==> src/rtl/fetch_queue.sv <==
// Instruction fetch queue: buffers {pc, instr} pairs between fetch and decode.
// Valid/ready on both sides; flush empties the queue on a redirect.
module fetch_queue #(
    parameter int DEPTH       = 4,
    parameter int PC_WIDTH    = 32,
    parameter int INSTR_WIDTH = 32
) (
    input  logic                     clk,
    input  logic                     rst,
    input  logic                     flush,
    input  logic                     in_valid,
    output logic                     in_ready,
    input  logic [PC_WIDTH-1:0]      in_pc,
    input  logic [INSTR_WIDTH-1:0]   in_instr,
    output logic                     out_valid,
    input  logic                     out_ready,
    output logic [PC_WIDTH-1:0]      out_pc,
    output logic [INSTR_WIDTH-1:0]   out_instr,
    output logic [$clog2(DEPTH):0]   count
);

    localparam int AW = $clog2(DEPTH);
    localparam int CW = AW + 1;

    typedef enum logic [1:0] {
        S_EMPTY,
        S_PARTIAL,
        S_FULL
    } state_t;

    logic [PC_WIDTH-1:0]    r_pc_mem    [DEPTH];
    logic [INSTR_WIDTH-1:0] r_instr_mem [DEPTH];
    logic [AW-1:0]          r_wr_ptr;
    logic [AW-1:0]          r_rd_ptr;
    logic [CW-1:0]          r_count;
    state_t                 r_state;

    logic                   w_push;
    logic                   w_pop;
    logic [CW-1:0]          w_count_nxt;
    state_t                 w_state_nxt;

    assign out_valid = (r_state != S_EMPTY);
    assign in_ready  = (r_state != S_FULL) & ~flush;
    assign w_push    = in_valid & in_ready;
    // A pop coinciding with flush is discarded along with everything else
    assign w_pop     = out_valid & out_ready & ~flush;
    assign count     = r_count;

    assign out_pc    = out_valid ? r_pc_mem[r_rd_ptr]    : '0;
    assign out_instr = out_valid ? r_instr_mem[r_rd_ptr] : '0;

    always_comb begin
        w_count_nxt = r_count;
        unique case ({w_push, w_pop})
            2'b10:   w_count_nxt = r_count + CW'(1);
            2'b01:   w_count_nxt = r_count - CW'(1);
            default: w_count_nxt = r_count;
        endcase
    end

    always_comb begin
        w_state_nxt = S_PARTIAL;
        unique case (1'b1)
            (w_count_nxt == '0):         w_state_nxt = S_EMPTY;
            (w_count_nxt == CW'(DEPTH)): w_state_nxt = S_FULL;
            default:                     w_state_nxt = S_PARTIAL;
        endcase
    end

    always_ff @(posedge clk or negedge rst) begin
        if (!rst) begin
            r_wr_ptr <= '0;
            r_rd_ptr <= '0;
            r_count  <= '0;
            r_state  <= S_EMPTY;
        end else if (flush) begin
            r_wr_ptr <= '0;
            r_rd_ptr <= '0;
            r_count  <= '0;
            r_state  <= S_EMPTY;
        end else begin
            if (w_push) r_wr_ptr <= r_wr_ptr + AW'(1);
            if (w_pop)  r_rd_ptr <= r_rd_ptr + AW'(1);
            r_count <= w_count_nxt;
            r_state <= w_state_nxt;
        end
    end

    // Storage needs no reset; the pointers define which slots are live
    always_ff @(posedge clk) begin
        if (w_push) begin
            r_pc_mem[r_wr_ptr]    <= in_pc;
            r_instr_mem[r_wr_ptr] <= in_instr;
        end
    end

endmodule

==> config.mk <==
export PLATFORM = sky130hd
export DESIGN_NAME = fetch_queue
export DESIGN_NICKNAME = d
export VERILOG_FILES = /design/src/rtl/fetch_queue.sv
export SDC_FILE = /design/constraint.sdc
export NUM_CORES = 1
export LEC_CHECK = 0
export ABC_CLOCK_PERIOD_IN_PS = 2600
export CAP_MARGIN = 10
export CORE_MARGIN = 3
export CORE_UTILIZATION = 49
export CTS_CLUSTER_DIAMETER = 120
export DETAILED_ROUTE_END_ITERATION = 8
export GPL_TIMING_DRIVEN = 0
export PLACE_DENSITY = 0.72
export SKIP_CTS_REPAIR_TIMING = 1
export SYNTH_ARGS = -nofsm -noshare
export SYNTH_HDL_FRONTEND = slang
export SYNTH_SLANG_ARGS = --single-unit
==> constraint.sdc <==
create_clock -name clk -period 2.6 [get_ports clk]
set_input_delay 0.26 -clock clk [delete_from_list [all_inputs] [get_ports clk]]
set_output_delay 0.26 -clock clk [all_outputs]
set_load 0.02 [all_outputs]
==> impl_metrics.tcl, run 1 <==
set metrics [dict create \
    status "finished with violations" \
    failed_checks "setup timing" \
    place.gp.congestion 0.683 \
    p_clk_share_pct 37.2 \
    rsz0062_at_grt "yes" \
    dieArea_um2 22600 \
    drv_slew 0 \
    hold_viol_final 0 \
    regArea_um2 7910 \
    leakage_nw 5.23 \
    worstSetupPathType "register to output port" \
    pwr-share-comb_pct 13.6 \
    core_area_um2 20400 \
    ys_ff_latch 265 \
    clk_path_buf_depth 3 \
    grt_util_all_layers_pct 17.3 \
    route.detailed.drc 0 \
    critPathCapture "out_pc[22]" \
    synth_area_leaders "edfxtp_1 (75%), mux4_2 (14%), and2_1 (4.2%)" \
    fin_cells 917 \
    vias 4942 \
    rr_endpoint "r_state[1]$_DFF_PN0_" \
    synth_top_cell_by_area "edfxtp_1" \
    rows 52 \
    endpoint_kind "output port" \
    hpwl_mm 11.8 \
    cellPowerDensity_nw_per_um2 760 \
    holdWs_ns 0.0335 \
    post-route-min-period_ns 2.68 \
    r2r_start "r_state[1]$_DFF_PN0_" \
    diodes 0 \
    cts_sinks 265 \
    post_drt_wl_per_cell_um 21.2 \
    syn-cell-area_um2 10200 \
    start_util_pct 50.0 \
    internal-power_w 0.00773 \
    grt_pass1_vias 5461 \
    switching_share_pct 22.3 \
    yosysTopAreaCellShare_pct 75.4 \
    fp.dieW_um 150 \
    die_h_um 150 \
    grt_max_degree 42 \
    yosysSeqAreaShare_pct 77.7 \
    final_common_cell "edfxtp_1" \
    post-route-period-util_pct 103 \
    clk-insertion-delay-late_ns 0.52 \
    wl_mm 19.4 \
    drive_gt1_share_pct 20.2 \
    required_ns 2.34 \
    reg2reg_depth 7 \
    grt_pass1_wl_mm 30.0 \
    synth_cell_types 24 \
    setup_viol 1 \
    setup_tns_ns -0.0801 \
    multi_input_area_um2 2150 \
    final_nets 702 \
    clock_skew_ns 0.00679 \
    synth-edff-count 256 \
    p_switching_w 0.00222 \
    first_pass_iters 4 \
    syn2layout_area_growth_pct 28.4 \
    final_core_util_pct 64.3 \
    synth_area_per_cell_um2 22.3 \
    seqPwrFrac_pct 49.2 \
    portBuffers 137 \
    viasPerCell 5.39 \
    drt_iter0_drc 399 \
    syn_nets 532 \
    antenna_found_initial 0 \
    synthFlopType "edfxtp_1" \
    clk_pin_slew_ns 0.06 \
    irDropWorstVdd_mv 0.598 \
    dpl.cell_count 868 \
    final_cell_mix "edfxtp_1 (256), clkdlybuf4s50_1 (74), mux4_2 (64), and2_1 (64), dlymetal6s2s_1 (63)" \
    htreeDepth 1 \
    report.power.total_w 0.00995 \
    netlist_instances 457 \
    start_kind "register" \
    cts_tree "yes" \
    ant_nets 0 \
    cp_max_fo 10 \
    cts_made_buffers 27 \
    max_slew_margin_pct 56.2 \
    layout.filler_cells 1365 \
    final.setup.worst_slack_ns -0.0801 \
    r2r_setup_slack_ns 0.20 \
    crit_start "r_state[1]$_DFF_PN0_" \
    worst_slew_pin_slew_ns 0.657 \
    max_cap_violations 0 \
    arrival_ns 2.42 \
    yosysWarnings 0 \
    overflow 0 \
    io_pins 138 \
    hold_class "primary input to asynchronous set/reset pin" \
    clock.fmax_mhz 373 \
    ys_async_sr_fraction_pct 3.40 \
    root_buffer "clkbuf_16" \
]
-- worst min path at each step --
stage                            start                 endpoint  slack, ns
3_5_place_dp   r_wr_ptr[0]$_DFFE_PN0P_  r_wr_ptr[0]$_DFFE_PN0P_       0.55
6_report                           rst  r_wr_ptr[1]$_DFFE_PN0P_       0.03
5_1_grt                            rst  r_wr_ptr[1]$_DFFE_PN0P_       0.03
3_3_place_gp   r_wr_ptr[0]$_DFFE_PN0P_  r_wr_ptr[0]$_DFFE_PN0P_       0.52
2_1_floorplan                      rst       count[0]$_DFF_PN0_      -0.04
4_1_cts                            rst  r_wr_ptr[1]$_DFFE_PN0P_       0.02
-- cell families (layout without fill, tap and decap cells) --
kind of cell	count (synthesis)	in the layout	synth area share, %
flip-flops	265	265	77.7
AND/OR/NAND/NOR	80	80	4.76
multiplexers	67	67	14.5
buffers and inverters	27	217	1.46
AO/OA/AOI/OAI	8	8	0.516
adder cells (fa/ha/maj)	6	6	0.810
XOR/XNOR	4	4	0.344
-- through the flow --
| step | worst slack, ns | instance area (um^2) |
|---|---|---|
| 2_1_floorplan | 0.392 | 10200 |
| 3_3_place_gp | -0.553 | 11900 |
| 3_5_place_dp | -0.229 | 12000 |
| 4_1_cts | -0.629 | 12900 |
| 5_1_grt | -0.190 | 13100 |
| 6_report | -0.0801 | 13100 |
-- cell type report --
type | instances | share of cell area, %
clock inverters | 16 | 1.15
well taps | 270 | 2.58
multi-input cells | 165 | 16.4
clock buffers | 33 | 5.33
plain buffers | 22 | 1.46
flip-flops and latches | 265 | 60.5
inverters | 5 | 0.143
repair buffers | 141 | 12.5
-- flip-flops by register name, summed over array words and instances, names as in the netlist --
name,cells
r_instr_mem,128
r_pc_mem,128
count,3
r_rd_ptr,2
r_state,2
r_wr_ptr,2
-- power by group through the flow --
stage                     Combinational, W  Sequential, W  Clock, W
final                              0.00135        0.00490   0.00370
after global routing               0.00146        0.00491   0.00394
after CTS                          0.00139        0.00489   0.00378
after detailed placement           0.00138        0.00498         0
after global placement             0.00134        0.00498         0
after floorplan                   0.000752        0.00498         0
-- worst max-delay path, cell delays in order, from the launching register on --
cell and delay, ns:
dfrtp_1 0.45, or2_2 0.31, clkbuf_4 0.22, clkbuf_2 0.21, and2_1 0.18, clkdlybuf4s50_1 0.53
-- cell usage after synthesis (2+ instances only) --
cell type and n:
mux2i_1 2, edfxtp_1 256, nor3b_1 2, inv_1 5, a21oi_1 3, ha_1 5, clkbuf_1 9, buf_6 5
buf_2 8, xor2_1 3, nor2_1 7, dfrtp_1 9, o21ai_0 2, mux4_2 64, and2_1 68
-- layer usage --
| metal | track usage (%) | vias up | share of wire, % | wire length, um |
|---|---|---|---|---|
| li1 | - | 2198 | - | - |
| met1 | 23.1 | 2578 | 41 | 7950 |
| met2 | 29.6 | 140 | 52 | 10100 |
| met3 | 3.40 | 26 | 5.7 | 1110 |
| met4 | 4.71 | 0 | 1.6 | 302 |
| met5 | 0 | - | 0 | 0 |
No activity file was read; power rests on OpenSTA's default activity.
==> run 2, diff against run 1 <==
--- a/config.mk
+++ b/config.mk
@@ -11,8 +11,10 @@
 export CORE_UTILIZATION = 49
 export CTS_CLUSTER_DIAMETER = 120
 export DETAILED_ROUTE_END_ITERATION = 8
+export GPL_ROUTABILITY_DRIVEN = 1
 export GPL_TIMING_DRIVEN = 0
 export PLACE_DENSITY = 0.72
+export SETUP_SLACK_MARGIN = 0.15
 export SKIP_CTS_REPAIR_TIMING = 1
 export SYNTH_ARGS = -nofsm -noshare
 export SYNTH_HDL_FRONTEND = slang
==> impl_metrics.tcl, run 2 (synthesis gave the netlist of run 1 again) <==
set metrics [dict create \
    post-route-period-util_pct 92.7 \
    arrival_ns 2.15 \
    irDropWorstVdd_mv 0.596 \
    r2r_setup_slack_ns 0.27 \
    top_usage_layer "met2" \
    start_util_pct 50.0 \
    switching_share_pct 22.3 \
    fp.dieW_um 150 \
    hold_class "primary input to asynchronous set/reset pin" \
    clk-insertion-delay-late_ns 0.52 \
    grt_max_degree 42 \
    post-route-min-period_ns 2.41 \
    use_met3_pct 3.40 \
    start_kind "register" \
    antenna_found_initial 0 \
    route.detailed.drc 0 \
    io_pins 138 \
    drv_slew 0 \
    clk_pin_slew_ns 0.06 \
    first_pass_iters 5 \
    rsz0062_at_grt "yes" \
    r2r_start "r_state[0]$_DFF_PN0_" \
    root_buffer "clkbuf_16" \
    internal-power_w 0.00774 \
    cellPowerDensity_nw_per_um2 759 \
    grt_pass1_wl_mm 30.0 \
    cp_max_fo 10 \
    holdWs_ns 0.0340 \
    seqPwrFrac_pct 49.1 \
    worstSetupPathType "register to output port" \
    reg2reg_depth 8 \
    cts_made_buffers 27 \
    pwr-share-comb_pct 13.8 \
    place.gp.congestion 0.683 \
    crit_path_max_incr_delay_ns 0.53 \
    fin_cells 921 \
    rows 52 \
    hpwl_mm 11.8 \
    leakage_nw 5.22 \
    status "finished clean" \
    final_cell_area_um2 13100 \
    overflow 0 \
    wl_mm 19.5 \
    max_cap_violations 0 \
    core_area_um2 20400 \
    rr_endpoint "r_state[1]$_DFF_PN0_" \
    portBuffers 137 \
    clock.fmax_mhz 415 \
    report.power.total_w 0.00996 \
    drive_gt1_share_pct 21.8 \
    place_worst_setup_slack_ns -0.229 \
    slowest_stage "mux4_2" \
    viasPerCell 5.36 \
    vias 4941 \
    crit_chain "buf_12 -> buf_12 -> mux4_2 -> and2_1 -> dlymetal6s2s_1" \
    post_drt_wl_per_cell_um 21.2 \
    cts_tree "yes" \
    die_h_um 150 \
    max_slew_margin_pct 68.4 \
    final_nets 706 \
    final.setup.worst_slack_ns 0.189 \
    endpoint_kind "output port" \
    p_switching_w 0.00222 \
    grt_use_met1_pct 23.1 \
    hold_viol_final 0 \
    crit_top_cell "buf_12" \
    grt_util_all_layers_pct 17.3 \
    required_ns 2.34 \
    worst_slew_pin_slew_ns 0.474 \
    place_area_um2 12000 \
    p_clk_share_pct 37.1 \
    clk_path_buf_depth 3 \
    ant_nets 0 \
    dpl.cell_count 868 \
    setup_viol 0 \
    cts_sinks 265 \
    final_cell_mix "edfxtp_1 (256), clkdlybuf4s50_1 (73), mux4_2 (64), and2_1 (64), dlymetal6s2s_1 (60)" \
    htreeDepth 1 \
    use_met2_pct 29.6 \
    layout.filler_cells 1364 \
    dieArea_um2 22600 \
    clock_skew_ns 0.00597 \
    drt_iter0_drc 391 \
    syn2layout_area_growth_pct 28.7 \
    grt_pass1_vias 5461 \
    diodes 0 \
    final_common_cell "edfxtp_1" \
]
-- run 2: cell count changes in the layout (fill, tap and decap cells not counted), sizes merged --
cell,change
buf,+7
dlymetal6s2s,-3
clkbuf,+1
clkdlybuf4s50,-1
-- run 2: layout make-up --
class	instances	area, um^2	area share [%]
Sequential cell	265	7910	60.3
Multi-Input combinational cell	165	2150	16.4
Timing Repair Buffer	145	1630	12.5
Clock buffer	33	698	5.32
Tap cell	270	338	2.58
Buffer	22	215	1.64
Clock inverter	16	150	1.14
Inverter	5	18.8	0.143
-- run 2: through the flow --
step	utilization (%)	TNS (ns)
6_report	64.4	0
5_1_grt	64.4	0
2_1_floorplan	-	0
3_5_place_dp	59.0	-0.828
3_3_place_gp	58.5	-138.71
4_1_cts	63.1	-31.28
-- run 2: how the worst max path moves through the flow --
stage / start / end / depth (start not counted)
floorplan: r_state[1]$_DFF_PN0_ / r_state[1]$_DFF_PN0_ / 7
global placement: in_valid / r_pc_mem[2][23]$_DFFE_PP_ / 4
detailed placement: in_valid / r_state[1]$_DFF_PN0_ / 9
CTS: r_state[1]$_DFF_PN0_ / out_pc[6] / 5
global route: r_rd_ptr[1]$_DFFE_PN0P_ / out_instr[5] / 5
finish: r_rd_ptr[0]$_DFFE_PN0P_ / out_pc[29] / 5
-- run 2: power by group through the flow --
| stage | Clock [W] | Combinational [W] | Sequential (W) |
|---|---|---|---|
| after floorplan | 0 | 0.000752 | 0.00498 |
| after global placement | 0 | 0.00134 | 0.00498 |
| after detailed placement | 0 | 0.00138 | 0.00498 |
| after CTS | 0.00378 | 0.00139 | 0.00489 |
| after global routing | 0.00394 | 0.00148 | 0.00490 |
| final | 0.00370 | 0.00137 | 0.00489 |
-- run 2: metal layers --
metal / wire length, um / share of wire [%]
met5: 0 / 0
met4: 291 / 1.5
met3: 1120 / 5.8
met2: 9980 / 51
met1: 8120 / 42
-- run 2: critical path: cells and delay by family (launching register included) --
family	cells	cell delay (ns)
buf+inv	3	0.53
simple gates	1	0.18
flops	1	0.38
mux	1	0.53
==> run 3, diff against run 2 <==
--- a/config.mk
+++ b/config.mk
@@ -19,3 +19,4 @@
 export SYNTH_ARGS = -nofsm -noshare
 export SYNTH_HDL_FRONTEND = slang
 export SYNTH_SLANG_ARGS = --single-unit
+export TNS_END_PERCENT = 1
==> impl_metrics.tcl, run 3 (synthesis gave the netlist of run 1 again) <==
set metrics [dict create \
    status "finished clean" \
    route.detailed.drc 0 \
    clk_path_buf_depth 3 \
    switching_share_pct 22.5 \
    grt_max_degree 44 \
    clock.fmax_mhz 400 \
    antenna_found_initial 0 \
    dieArea_um2 22600 \
    worst_slew_pin_slew_ns 0.516 \
    htreeDepth 1 \
    hold_class "primary input to asynchronous set/reset pin" \
    clk_pin_slew_ns 0.06 \
    clock_skew_ns 0.0107 \
    setup_viol 0 \
    rows 52 \
    crit_start "r_state[1]$_DFF_PN0_" \
    post_drt_wl_per_cell_um 20.5 \
    post-route-min-period_ns 2.50 \
    cts_sinks 265 \
    report.power.total_w 0.00967 \
    cp_max_fo 10 \
    final_nets 701 \
    place.gp.congestion 0.736 \
    syn2layout_area_growth_pct 26.9 \
    grt_util_all_layers_pct 16.8 \
    leakage_nw 4.69 \
    die_h_um 150 \
    grt_pass1_vias 5309 \
    wl_mm 18.7 \
    max_slew_margin_pct 65.6 \
    vias 4915 \
    cellPowerDensity_nw_per_um2 747 \
    internal-power_w 0.00749 \
    grt_pass1_wl_mm 29.4 \
    fin_cells 913 \
    worstSetupPathType "register to output port" \
    hpwl_mm 11.5 \
    dpl.cell_count 868 \
    drt_iter0_drc 275 \
    clk-insertion-delay-late_ns 0.52 \
    final_cell_mix "edfxtp_1 (256), clkdlybuf4s50_1 (73), mux4_2 (64), and2_1 (45)" \
    required_ns 2.34 \
    drive_gt1_share_pct 28.6 \
    r2r_start "r_state[0]$_DFF_PN0_" \
    io_pins 138 \
    post-route-period-util_pct 96.2 \
    root_buffer "clkbuf_16" \
    p_switching_w 0.00217 \
    pwr-share-comb_pct 14.5 \
    diodes 0 \
    rsz0062_at_grt "yes" \
    first_pass_iters 4 \
    irDropWorstVdd_mv 0.535 \
    fp.dieW_um 150 \
    cts_made_buffers 26 \
    final_common_cell "edfxtp_1" \
    drv_slew 0 \
    setup_tns_ns 0 \
    ant_nets 0 \
    hold_viol_final 0 \
    holdWs_ns 0.0541 \
    p_clk_share_pct 34.8 \
    endpoint_kind "output port" \
    overflow 0 \
    seqPwrFrac_pct 50.6 \
    viasPerCell 5.38 \
    max_cap_violations 0 \
    portBuffers 137 \
    cts_tree "yes" \
    arrival_ns 2.24 \
    start_util_pct 50.0 \
    start_kind "register" \
    core_area_um2 20400 \
]
run 3: changes by cell type in the layout (fill, tap and decap cells not counted), sizes merged:
cell	change
buf	+25
bufinv	-2
clkbuf	+5
clkinv	-1
dlymetal6s2s	-34
inv	-1
run 3: metrics by stage:
step           utilization [%]  worst slack, ns  instance area, um^2
5_1_grt                   63.5          -0.0350                12900
3_5_place_dp              59.0           -0.258                12000
2_1_floorplan                -           -0.184                10200
3_3_place_gp              58.4            -1.83                11900
4_1_cts                   62.8           -0.513                12800
6_report                  63.5           0.0999                12900
run 3: area by class of cell:
type	instances	area, um^2
flip-flops and latches	265	7910
fillers	1396	7430
multi-input cells	165	2190
repair buffers	141	1470
clock buffers	33	677
well taps	270	338
plain buffers	22	234
clock inverters	12	87.6
inverters	5	18.8
run 3: path summary, 6_finish.rpt:
check	endpoint	slack [ns]	cells past startpoint
worst min-delay path	count[0]$_DFF_PN0_	0.05	1
worst min register to register	r_wr_ptr[0]$_DFFE_PN0P_	0.56	1
min in group clk	r_instr_mem[1][26]$_DFFE_PP_	0.38	1
worst max register to register	r_state[1]$_DFF_PN0_	0.13	8
max in group asynchronous	r_rd_ptr[0]$_DFFE_PN0P_	2.22	1
worst max-delay path	out_valid	0.1	3
run 3: power by group through the flow:
stage	Combinational, W	Clock, W	Sequential [W]
finish	0.00141	0.00336	0.00489
global route	0.00151	0.00363	0.00490
CTS	0.00139	0.00345	0.00489
detailed placement	0.00138	0	0.00498
global placement	0.00134	0	0.00498
floorplan	0.000751	0	0.00498
run 3: critical path, cell delays in order (launching register included):
cell	delay (ns)
dfrtp_1	0.44
or2_2	0.17
clkbuf_1	0.41
clkdlybuf4s50_1	0.71
run 3: metal layers:
metal / vias up / track usage [%] / part of all wire (%) / wire, um
met2: 135 / 28.2 / 51 / 9590
met1: 2575 / 23.7 / 42 / 7890
met4: 0 / 3.43 / 1.4 / 267
li1: 2184 / - / - / -
met3: 21 / 2.86 / 5.3 / 1000
met5: - / 0 / 0 / 0
